==> src/rtl/vga_pkg.sv <==
// Shared raster-timing types, the reference 640x480@60 mode and small helpers
// used to size counters from a timing description.
package vga_pkg;

  typedef struct packed {
    int unsigned h_active;
    int unsigned h_fp;
    int unsigned h_sync;
    int unsigned h_bp;
    int unsigned v_active;
    int unsigned v_fp;
    int unsigned v_sync;
    int unsigned v_bp;
  } vga_timing_t;

  localparam vga_timing_t VGA_640x480_60 = '{
    h_active: 640, h_fp: 16, h_sync: 96, h_bp: 48,
    v_active: 480, v_fp: 10, v_sync: 2,  v_bp: 33
  };

  function automatic int unsigned h_total(vga_timing_t t);
    return t.h_active + t.h_fp + t.h_sync + t.h_bp;
  endfunction

  function automatic int unsigned v_total(vga_timing_t t);
    return t.v_active + t.v_fp + t.v_sync + t.v_bp;
  endfunction

  // Counter width for values 0..n-1, never narrower than one bit.
  function automatic int unsigned cnt_width(int unsigned n);
    return (n > 1) ? $clog2(n) : 1;
  endfunction

endpackage

==> src/rtl/vga_sync_gen_if.sv <==
// Bundle between the timing generator (master) and the pixel source / DAC side
// (slave): request stream out, returned colour in, aligned video out.
interface vga_sync_gen_if
  import vga_pkg::*;
#(
  parameter int unsigned XW = cnt_width(h_total(VGA_640x480_60)),
  parameter int unsigned YW = cnt_width(v_total(VGA_640x480_60)),
  parameter int unsigned CW = 4
);

  logic          en;
  logic          pix_tick;
  logic [XW-1:0] pix_x;
  logic [YW-1:0] pix_y;
  logic          pix_req;
  logic [3*CW-1:0] rgb_in;
  logic [CW-1:0] vga_r;
  logic [CW-1:0] vga_g;
  logic [CW-1:0] vga_b;
  logic          hsync;
  logic          vsync;
  logic          vga_visible;
  logic          line_start;
  logic          frame_start;
  logic [15:0]   frame_cnt;

  modport master (
    input  en, rgb_in,
    output pix_tick, pix_x, pix_y, pix_req, vga_r, vga_g, vga_b,
           hsync, vsync, vga_visible, line_start, frame_start, frame_cnt
  );

  modport slave (
    output en, rgb_in,
    input  pix_tick, pix_x, pix_y, pix_req, vga_r, vga_g, vga_b,
           hsync, vsync, vga_visible, line_start, frame_start, frame_cnt
  );

endinterface

==> src/rtl/vga_delay_line.sv <==
// Tick-enabled shift register with asynchronous reset to RST_VAL; DEPTH=0
// degenerates to a wire.
module vga_delay_line #(
  parameter int unsigned       WIDTH   = 1,
  parameter int unsigned       DEPTH   = 1,
  parameter logic [WIDTH-1:0]  RST_VAL = '0
) (
  input  logic             clk,
  input  logic             rst,
  input  logic             adv_i,
  input  logic [WIDTH-1:0] d_i,
  output logic [WIDTH-1:0] q_o
);

  if (DEPTH == 0) begin : g_bypass
    logic unused_ok;
    assign unused_ok = &{1'b0, clk, rst, adv_i};
    assign q_o       = d_i;
  end else begin : g_shift
    logic [WIDTH-1:0] stage_q [DEPTH];

    // NOTE: every stage is reset, not only the head, so nothing stale can reach the pins after reset.
    always_ff @(posedge clk or posedge rst) begin
      if (rst) begin
        for (int i = 0; i < DEPTH; i++) stage_q[i] <= RST_VAL;
      end else if (adv_i) begin
        stage_q[0] <= d_i;
        for (int i = 1; i < DEPTH; i++) stage_q[i] <= stage_q[i-1];
      end
    end

    assign q_o = stage_q[DEPTH-1];
  end

endmodule

==> src/rtl/vga_sync_gen.sv <==
// Parametrised raster timing generator: pixel-tick divider, h/v counters,
// request stream, and a sync/blank delay matched to the pixel-source latency.
module vga_sync_gen
  import vga_pkg::*;
#(
  parameter int unsigned H_ACTIVE = VGA_640x480_60.h_active,
  parameter int unsigned H_FP     = VGA_640x480_60.h_fp,
  parameter int unsigned H_SYNC   = VGA_640x480_60.h_sync,
  parameter int unsigned H_BP     = VGA_640x480_60.h_bp,
  parameter int unsigned V_ACTIVE = VGA_640x480_60.v_active,
  parameter int unsigned V_FP     = VGA_640x480_60.v_fp,
  parameter int unsigned V_SYNC   = VGA_640x480_60.v_sync,
  parameter int unsigned V_BP     = VGA_640x480_60.v_bp,
  parameter bit          H_POL    = 1'b0,
  parameter bit          V_POL    = 1'b0,
  parameter int unsigned CLK_DIV  = 2,
  parameter int unsigned PIPE_LAT = 2,
  parameter int unsigned CW       = 4
) (
  input logic           clk,
  input logic           rst,
  vga_sync_gen_if.master bus
);

  localparam vga_timing_t TIMING = '{
    h_active: H_ACTIVE, h_fp: H_FP, h_sync: H_SYNC, h_bp: H_BP,
    v_active: V_ACTIVE, v_fp: V_FP, v_sync: V_SYNC, v_bp: V_BP
  };
  localparam int unsigned H_TOTAL = h_total(TIMING);
  localparam int unsigned V_TOTAL = v_total(TIMING);
  localparam int unsigned XW      = cnt_width(H_TOTAL);
  localparam int unsigned YW      = cnt_width(V_TOTAL);
  localparam int unsigned DW      = cnt_width(CLK_DIV);

  if (H_ACTIVE == 0 || H_FP == 0 || H_SYNC == 0 || H_BP == 0 ||
      V_ACTIVE == 0 || V_FP == 0 || V_SYNC == 0 || V_BP == 0 ||
      CLK_DIV < 1 || PIPE_LAT > 15) begin : g_bad_cfg
    $error("vga_sync_gen: unsupported timing configuration");
  end

  localparam logic [DW-1:0] DIV_LAST = DW'(CLK_DIV - 1);
  localparam logic [XW-1:0] H_LAST   = XW'(H_TOTAL - 1);
  localparam logic [XW-1:0] H_ACT    = XW'(H_ACTIVE);
  localparam logic [XW-1:0] HS_START = XW'(H_ACTIVE + H_FP);
  localparam logic [XW-1:0] HS_END   = XW'(H_ACTIVE + H_FP + H_SYNC);
  localparam logic [YW-1:0] V_LAST   = YW'(V_TOTAL - 1);
  localparam logic [YW-1:0] V_ACT    = YW'(V_ACTIVE);
  localparam logic [YW-1:0] VS_START = YW'(V_ACTIVE + V_FP);
  localparam logic [YW-1:0] VS_END   = YW'(V_ACTIVE + V_FP + V_SYNC);

  logic [DW-1:0]   div_q, div_d;
  logic [XW-1:0]   h_q, h_d;
  logic [YW-1:0]   v_q, v_d;
  logic [15:0]     frame_cnt_q, frame_cnt_d;
  logic            tick;
  logic            pix_req;
  logic            hs_raw, vs_raw;
  logic [2:0]      align_dly;
  logic            hsync_q, hsync_d;
  logic            vsync_q, vsync_d;
  logic            visible_q, visible_d;
  logic [3*CW-1:0] rgb_q, rgb_d;

  assign tick = bus.en && (div_q == DIV_LAST);

  always_comb begin
    // NOTE: each next-state signal starts from its held value, so no branch can leave it unassigned and infer a latch.
    div_d       = div_q;
    h_d         = h_q;
    v_d         = v_q;
    frame_cnt_d = frame_cnt_q;
    if (bus.en) div_d = (div_q == DIV_LAST) ? '0 : div_q + DW'(1);
    if (tick) begin
      if (h_q == H_LAST) begin
        h_d = '0;
        if (v_q == V_LAST) begin
          v_d         = '0;
          frame_cnt_d = frame_cnt_q + 16'd1;
        end else begin
          v_d = v_q + YW'(1);
        end
      end else begin
        h_d = h_q + XW'(1);
      end
    end
  end

  // NOTE: sequential state uses non-blocking assignments so every register samples pre-edge values.
  always_ff @(posedge clk or posedge rst) begin
    if (rst) begin
      div_q       <= '0;
      h_q         <= '0;
      v_q         <= '0;
      frame_cnt_q <= '0;
    end else begin
      div_q       <= div_d;
      h_q         <= h_d;
      v_q         <= v_d;
      frame_cnt_q <= frame_cnt_d;
    end
  end

  assign pix_req = (h_q < H_ACT) && (v_q < V_ACT);
  assign hs_raw  = (h_q >= HS_START && h_q < HS_END) ? H_POL : ~H_POL;
  assign vs_raw  = (v_q >= VS_START && v_q < VS_END) ? V_POL : ~V_POL;

  // Sync and blank wait here for the colour the source returns PIPE_LAT ticks later.
  vga_delay_line #(
    .WIDTH   (3),
    .DEPTH   (PIPE_LAT),
    .RST_VAL ({~H_POL, ~V_POL, 1'b0})
  ) u_align (
    .clk   (clk),
    .rst   (rst),
    .adv_i (tick),
    .d_i   ({hs_raw, vs_raw, pix_req}),
    .q_o   (align_dly)
  );

  always_comb begin
    hsync_d   = hsync_q;
    vsync_d   = vsync_q;
    visible_d = visible_q;
    rgb_d     = rgb_q;
    if (tick) begin
      hsync_d   = align_dly[2];
      vsync_d   = align_dly[1];
      visible_d = align_dly[0];
      rgb_d     = align_dly[0] ? bus.rgb_in : '0;
    end
  end

  always_ff @(posedge clk or posedge rst) begin
    if (rst) begin
      hsync_q   <= ~H_POL;
      vsync_q   <= ~V_POL;
      visible_q <= 1'b0;
      rgb_q     <= '0;
    end else begin
      hsync_q   <= hsync_d;
      vsync_q   <= vsync_d;
      visible_q <= visible_d;
      rgb_q     <= rgb_d;
    end
  end

  assign bus.pix_tick    = tick;
  assign bus.pix_x       = h_q;
  assign bus.pix_y       = v_q;
  assign bus.pix_req     = pix_req;
  assign bus.line_start  = tick && (h_q == '0);
  assign bus.frame_start = tick && (h_q == '0) && (v_q == '0);
  assign bus.frame_cnt   = frame_cnt_q;
  assign bus.hsync       = hsync_q;
  assign bus.vsync       = vsync_q;
  assign bus.vga_visible = visible_q;
  assign {bus.vga_r, bus.vga_g, bus.vga_b} = rgb_q;

endmodule

==> src/flat_wrapper.sv <==
// flat-port wrapper written by rule: the top's interface ports become plain ports
module vga_sync_gen_flat import vga_pkg::*;
#(
  parameter int unsigned H_ACTIVE = VGA_640x480_60.h_active,
  parameter int unsigned H_FP     = VGA_640x480_60.h_fp,
  parameter int unsigned H_SYNC   = VGA_640x480_60.h_sync,
  parameter int unsigned H_BP     = VGA_640x480_60.h_bp,
  parameter int unsigned V_ACTIVE = VGA_640x480_60.v_active,
  parameter int unsigned V_FP     = VGA_640x480_60.v_fp,
  parameter int unsigned V_SYNC   = VGA_640x480_60.v_sync,
  parameter int unsigned V_BP     = VGA_640x480_60.v_bp,
  parameter bit          H_POL    = 1'b0,
  parameter bit          V_POL    = 1'b0,
  parameter int unsigned CLK_DIV  = 2,
  parameter int unsigned PIPE_LAT = 2,
  parameter int unsigned CW       = 4
)
  (clk, rst, bus_en, bus_rgb_in, bus_pix_tick, bus_pix_x, bus_pix_y, bus_pix_req, bus_vga_r, bus_vga_g, bus_vga_b, bus_hsync, bus_vsync, bus_vga_visible, bus_line_start, bus_frame_start, bus_frame_cnt);
  vga_sync_gen_if #(.XW((4)), .YW((3)), .CW(CW)) bus_i ();
  input logic clk;
  input logic rst;
  input wire logic [$bits(bus_i.en)-1:0] bus_en;
  input wire logic [$bits(bus_i.rgb_in)-1:0] bus_rgb_in;
  output wire logic [$bits(bus_i.pix_tick)-1:0] bus_pix_tick;
  output wire logic [$bits(bus_i.pix_x)-1:0] bus_pix_x;
  output wire logic [$bits(bus_i.pix_y)-1:0] bus_pix_y;
  output wire logic [$bits(bus_i.pix_req)-1:0] bus_pix_req;
  output wire logic [$bits(bus_i.vga_r)-1:0] bus_vga_r;
  output wire logic [$bits(bus_i.vga_g)-1:0] bus_vga_g;
  output wire logic [$bits(bus_i.vga_b)-1:0] bus_vga_b;
  output wire logic [$bits(bus_i.hsync)-1:0] bus_hsync;
  output wire logic [$bits(bus_i.vsync)-1:0] bus_vsync;
  output wire logic [$bits(bus_i.vga_visible)-1:0] bus_vga_visible;
  output wire logic [$bits(bus_i.line_start)-1:0] bus_line_start;
  output wire logic [$bits(bus_i.frame_start)-1:0] bus_frame_start;
  output wire logic [$bits(bus_i.frame_cnt)-1:0] bus_frame_cnt;
  assign bus_i.en = bus_en;
  assign bus_i.rgb_in = bus_rgb_in;
  assign bus_pix_tick = bus_i.pix_tick;
  assign bus_pix_x = bus_i.pix_x;
  assign bus_pix_y = bus_i.pix_y;
  assign bus_pix_req = bus_i.pix_req;
  assign bus_vga_r = bus_i.vga_r;
  assign bus_vga_g = bus_i.vga_g;
  assign bus_vga_b = bus_i.vga_b;
  assign bus_hsync = bus_i.hsync;
  assign bus_vsync = bus_i.vsync;
  assign bus_vga_visible = bus_i.vga_visible;
  assign bus_line_start = bus_i.line_start;
  assign bus_frame_start = bus_i.frame_start;
  assign bus_frame_cnt = bus_i.frame_cnt;
  vga_sync_gen #(.H_ACTIVE(H_ACTIVE), .H_FP(H_FP), .H_SYNC(H_SYNC), .H_BP(H_BP), .V_ACTIVE(V_ACTIVE), .V_FP(V_FP), .V_SYNC(V_SYNC), .V_BP(V_BP), .H_POL(H_POL), .V_POL(V_POL), .CLK_DIV(CLK_DIV), .PIPE_LAT(PIPE_LAT), .CW(CW)) u_core (.clk(clk), .rst(rst), .bus(bus_i));
endmodule
==> config.mk <==
export PLATFORM = sky130hd
export DESIGN_NAME = vga_sync_gen_flat
export DESIGN_NICKNAME = d
export VERILOG_FILES = /design/src/rtl/vga_pkg.sv /design/src/rtl/vga_sync_gen_if.sv /design/src/rtl/vga_delay_line.sv /design/src/rtl/vga_sync_gen.sv /design/src/flat_wrapper.sv
export SDC_FILE = /design/constraint.sdc
export NUM_CORES = 1
export LEC_CHECK = 0
export ABC_AREA = 1
export BUFFER_PORTS_ARGS = -buffer_cell sky130_fd_sc_hd__buf_2
export CORE_MARGIN = 10
export CORE_UTILIZATION = 40
export DETAILED_ROUTE_END_ITERATION = 6
export PLACE_DENSITY_LB_ADDON = 0.12
export SLEW_MARGIN = 15
export SYNTH_ARGS = -nofsm -noshare
export SYNTH_HDL_FRONTEND = slang
export SYNTH_SLANG_ARGS = --single-unit
==> constraint.sdc <==
create_clock -name clk -period 2.94 [get_ports clk]
set_input_delay 0.588 -clock clk [delete_from_list [all_inputs] [get_ports clk]]
set_output_delay 0.588 -clock clk [all_outputs]
set_load 0.02 [all_outputs]
==> results of run 1 <==
per-layer routing:
| layer | part of all wire, % | global-route usage (%) | vias up |
|---|---|---|---|
| met2 | 44 | 20.1 | 49 |
| met3 | 5.0 | 3.99 | 10 |
| met1 | 49 | 17.0 | 1229 |
| met5 | 0 | 0 | - |
| li1 | - | - | 1404 |
| met4 | 1.5 | 4.71 | 0 |
registers in the layout, indices dropped and copies added, names as in the netlist:
| name | count |
|---|---|
| u_core.u_align.q_o | 3 |
| u_core.bus.hsync | 1 |
| u_core.bus.frame_cnt | 16 |
| u_core.v_q | 10 |
| u_core.div_q | 1 |
| u_core.rgb_q | 12 |
| u_core.bus.vga_visible | 1 |
| u_core.u_align.g_shift.stage_q | 3 |
| u_core.bus.vsync | 1 |
| u_core.h_q | 10 |
how the worst max path moves through the flow:
stage | end | start | cells past startpoint | slack (ps)
after global routing | bus_frame_start | u_core.v_q[0]$_DFFE_PP0P_ | 7 | 500
after global placement | u_core.bus.frame_cnt[15]$_DFFE_PP0P_ | bus_en | 7 | 690
after floorplan | bus_frame_start | bus_en | 5 | 770
final | bus_frame_start | u_core.v_q[0]$_DFFE_PP0P_ | 7 | 710
after detailed placement | u_core.bus.frame_cnt[10]$_DFFE_PP0P_ | bus_en | 7 | 590
after CTS | bus_frame_start | u_core.v_q[0]$_DFFE_PP0P_ | 7 | 690
cell usage in the layout (no fill, tap or decap), types with 5 or more instances in the layout:
cell / instances
dfrtp_1: 52
xor2_1: 8
nand4_1: 12
nor2_1: 40
ha_1: 5
o21ai_0: 36
xnor2_1: 8
inv_1: 39
nand2_2: 6
nand2_1: 146
buf_2: 56
dfstp_2: 6
clkbuf_8: 10
nor3_1: 7
nand3_1: 25
area by class of cell:
class | count | area [um^2]
Tap cell | 102 | 128
Clock inverter | 5 | 77.6
Sequential cell | 58 | 1460
Timing Repair Buffer | 59 | 315
Clock buffer | 11 | 141
Multi-Input combinational cell | 299 | 1410
Inverter | 42 | 158
Fill cell | 803 | 4000
power groups by stage:
stage               Sequential (mW)  Clock, mW  Combinational [mW]
CTS                           0.938      0.842               0.281
global route                  0.952      0.883               0.311
finish                        0.939      0.828               0.273
floorplan                     0.954          0               0.215
detailed placement            0.953          0               0.280
global placement              0.955          0               0.277
worst max-delay path, stage by stage, from the launching register on:
cell     delay (ps)
dfrtp_1         440
inv_1           120
ha_1            150
inv_1            50
nor2_1          110
nand4_1         120
nor3_1          140
buf_2           190
cell usage after synthesis:
master | number | area share (%)
buf_8 | 1 | 0.48
or2_2 | 1 | 0.20
xnor2_1 | 8 | 2.2
nand3_2 | 1 | 0.32
nor2_1 | 40 | 4.8
xor2_1 | 8 | 2.2
o21ai_0 | 36 | 5.7
buf_2 | 1 | 0.16
buf_6 | 1 | 0.36
dfstp_2 | 6 | 5.0
a21oi_1 | 1 | 0.16
nand3_1 | 25 | 4.0
inv_2 | 1 | 0.12
clkinv_1 | 1 | 0.12
nand3b_1 | 1 | 0.24
buf_4 | 8 | 1.9
nor2_4 | 2 | 0.72
clkbuf_1 | 4 | 0.48
buf_1 | 2 | 0.24
nand2_1 | 146 | 17
ha_1 | 5 | 2.0
nand4_1 | 12 | 2.4
nand2_2 | 6 | 1.2
dfrtp_1 | 52 | 42
inv_1 | 40 | 4.8
nor3_1 | 7 | 1.1
through the flow:
stage | util, % | cells | power (mW) | instance area (um^2)
2_1_floorplan | - | 416 | 1.17 | 3140
3_3_place_gp | 45.1 | 560 | 1.23 | 3460
3_5_place_dp | 45.1 | 560 | 1.23 | 3460
4_1_cts | 47.9 | 576 | 2.06 | 3680
5_1_grt | 47.9 | 576 | 2.15 | 3680
6_report | 47.9 | 576 | 2.04 | 3680
logic make-up after synthesis:
family / after synthesis
xor+xnor: 16
fa+ha+maj: 5
buf+inv: 59
simple gates: 241
compound gates: 37
flops: 58
==> flow_summary.yaml, run 1 <==
sta:
  setup_tns_ps: 0
  fmax_ghz: 0.448
  period_share_pct: 75.9
  holdWs_ps: 288
  finalHoldViolations: 0
  worst_slack_ps: 707
  finalMaxSlewViolations: 0
  skew_ps: 6.32
  worst_pin_slew_ps: 530
  slew_headroom_pct: 64.6
  period_minus_slack_ps: 2230
  setup_viol_count_final: 0
  rsz0062_at_grt: "no"
pwr:
  power_frac_seq_pct: 46.0
  netSwitchingFraction_pct: 28.4
  power_leakage_nw: 1.86
  pwr-share-clk_pct: 40.6
  combPwrFrac_pct: 13.4
  worst_ir_drop_vdd_uv: 342
  internal_power_mw: 1.46
  p_sw_mw: 0.579
  powerDensity_mw_per_mm2: 554
synthesis:
  muxShareOfSynthArea_pct: 0
  synth_nets: 436
  avgSynthCellArea_um2: 7.54
  synth_compound_area_share_pct: 5.91
  synth_top_family_by_area: "simple AND/OR/NAND/NOR gates"
  syn_inst: 416
  yosys_warnings: 0
  ys_seq_elements: 58
  syn_area_mm2: 0.00314
  synth_adder_area_share_pct: 2.00
  synth-simple-area-share_pct: 32.4
  synthDistinctLibCells: 26
  synth-xor-area-share_pct: 4.47
  yosysSeqAreaShare_pct: 46.5
critical_path:
  required_ps: 2350
  crit_type: "reg2out"
  critPathLaunchType: "flip-flop"
  endpoint_kind: "primary output"
  crit_fanout: 6
  r2r_start: "u_core.v_q[0]$_DFFE_PP0P_"
  worstRegToRegCells: 10
  reg2reg_to: "u_core.bus.frame_cnt[9]$_DFFE_PP0P_"
  worst_ep_arrival_time_ps: 1640
  rrSetupSlack_ps: 810
global_routing:
  grt_pass1_vias: 2634
  track_usage_pct: 13.1
  grt_max_degree: 36
  grt_overflow_total: 0
  grt_pass1_wl_mm: 12.5
  antenna_found_initial: 0
clock_tree:
  root_buffer: "clkbuf_8"
  insertion_delay_ps: 330
  cts_max_level: 3
  post_cts_buffers: 0
  cts_tree: "done"
  cts.clk_slew.worst_paths_ps: 70
  cts_resized: 0
  hold_buffers: 0
  clock-sinks: 58
  clock_path_buffers: 2
  cts_made_buffers: 9
cells_and_area:
  drive_gt1_share_pct: 19.4
  nets: 489
  area_growth_pct: 17.5
  antenna_cells: 0
floorplanning:
  die_x_um: 109
  pin_count: 57
  rows: 32
  die_area_mm2: 0.0118
  core_mm2: 0.00769
  die_y_um: 109
  floorplan.initialDensity_pct: 40.8
run:
  max_cap_viol_count: 0
place:
  dp_hpwl_mm: 5.22
  gp_congestion: 0.787
  portBuffers: 56
  place_ws_ps: 590
status:
  status: "complete, no violations"
detailed_routing:
  drt_iter0_drc: 64
  totalWireLength_mm: 7.26
  vias: 2692
  drc: 0
  drtPass1Iterations: 4
  antenna_left: 0
  wl_per_cell_um: 12.6
  vias_per_cell: 4.67
min_path:
  hold_class: "in2async"
Power figures use the tool's default switching activity.
==> inputs of run 2 (changes only) <==
clock period = 1.9 ns   (was 2.94 ns; I/O delays follow)
==> flow_summary.yaml, run 2 (synthesis gave the netlist of run 1 again) <==
critical_path:
  crit_top_cell: "nor3_2"
  crit_chain: "nor3_2 -> nand4_1 -> nor3_2 -> buf_4"
  endpoint_kind: "primary output"
  required_ps: 1520
  r2r_start: "u_core.h_q[0]$_DFFE_PP0P_"
  worst_ep_arrival_time_ps: 1460
  max_stage_delay_ps: 440
  critPathLaunchType: "flip-flop"
  crit_fanout: 5
  critical_path.top_delay_family: "simple AND/OR/NAND/NOR gates"
  worstPathBufferInverterCount: 1
  cpMaxStageDelayCell: "dfrtp_2"
  worstRegToRegCells: 8
  reg2reg_to: "u_core.v_q[1]$_DFFE_PP0P_"
  crit_type: "reg2out"
  rrSetupSlack_ps: 250
detailed_routing:
  antenna_left: 0
  vias_per_cell: 4.64
  drt_iter0_drc: 87
  wl_per_cell_um: 12.4
  drtPass1Iterations: 4
  totalWireLength_mm: 7.32
  vias: 2731
  drc: 0
floorplanning:
  core_mm2: 0.00769
  rows: 32
  die_area_mm2: 0.0118
  floorplan.initialDensity_pct: 40.8
  die_x_um: 109
  die_y_um: 109
  pin_count: 57
sta:
  rsz0062_at_grt: "yes"
  finalMaxSlewViolations: 0
  skew_ps: 9.39
  period_minus_slack_ps: 1840
  finalHoldViolations: 0
  worst_pin_slew_ps: 485
  slew_headroom_pct: 67.7
  fmax_ghz: 0.543
  setup_viol_count_final: 0
  setup_tns_ps: 0
  period_share_pct: 97.0
  holdWs_ps: 44.4
status:
  status: "complete, no violations"
global_routing:
  grt_pass1_wl_mm: 12.6
  grt_pass1_vias: 2657
  antenna_found_initial: 0
  track_usage_pct: 13.1
  grt_overflow_total: 0
  grt_max_degree: 41
cells_and_area:
  area_growth_pct: 21.6
  antenna_cells: 0
  final_common_cell: "nand2_1"
  nets: 502
  drive_gt1_share_pct: 24.8
  final_design_area_no_fill_mm2: 0.00381
  fin_util_pct: 49.6
  largest_reg_flops: 16
  layout_common_cells: "nand2_1, buf_2, dfrtp_1, o21ai_0, inv_1"
place:
  dp_hpwl_mm: 5.31
  portBuffers: 56
  place_area_mm2: 0.00349
  gp_congestion: 0.826
clock_tree:
  cts_tree: "done"
  insertion_delay_ps: 330
  cts_max_level: 3
  root_buffer: "clkbuf_8"
  cts.clk_slew.worst_paths_ps: 70
  clock-sinks: 58
  clock_path_buffers: 2
  hold_buffers: 0
  cts_made_buffers: 9
pwr:
  powerDensity_mw_per_mm2: 813
  p_total_mw: 3.10
  worst_ir_drop_vdd_uv: 422
  power_leakage_nw: 1.90
min_path:
  hold_class: "in2async"
run:
  max_cap_viol_count: 0
==> run 2: final cells by class <==
cell class | count | area, um^2
Fill cell | 790 | 3870
Multi-Input combinational cell | 299 | 1450
Inverter | 42 | 158
Sequential cell | 58 | 1460
Timing Repair Buffer | 72 | 418
Clock inverter | 5 | 53.8
Tap cell | 102 | 128
Clock buffer | 11 | 141
==> run 2: per-layer routing <==
metal  routed length [um]  GRT usage (%)  up-vias
met5                    0              0        -
met3                  345           3.27        9
met2                 3440           21.3       35
met4                   85           4.80        0
met1                 3460           16.5     1253
li1                     -              -     1434
==> run 2: power by group <==
part	internal, mW	leakage, nW	switching (mW)
sequential	1.35	0.743	0.0940
clock	0.637	0.103	0.494
combinational	0.199	1.06	0.323
total	2.19	1.90	0.911
==> run 2: how the worst max path moves through the flow <==
| stage | start | endpoint | cells after the start |
|---|---|---|---|
| 2_1_floorplan | rst | u_core.bus.frame_cnt[0]$_DFFE_PP0P_ | 1 |
| 3_3_place_gp | bus_en | bus_frame_start | 6 |
| 3_5_place_dp | bus_en | bus_frame_start | 6 |
| 4_1_cts | u_core.v_q[1]$_DFFE_PP0P_ | bus_frame_start | 7 |
| 5_1_grt | u_core.h_q[2]$_DFFE_PP0P_ | bus_frame_start | 4 |
| 6_report | u_core.h_q[2]$_DFFE_PP0P_ | bus_frame_start | 4 |
==> run 2: what timing repair did <==
item,CTS,global route
hold endpoints to repair,0,0
pin swaps,5,4
gates cloned,0,0
setup buffers,6,3
setup endpoints to repair,1,5
gates resized for setup,11,9
==> run 2: stage by stage <==
step | worst slack [ps] | std cells
finish | 56.9 | 589
global route | -67.1 | 589
CTS | -6.38 | 586
detailed placement | 201 | 564
global placement | 174 | 564
floorplan | 102 | 416
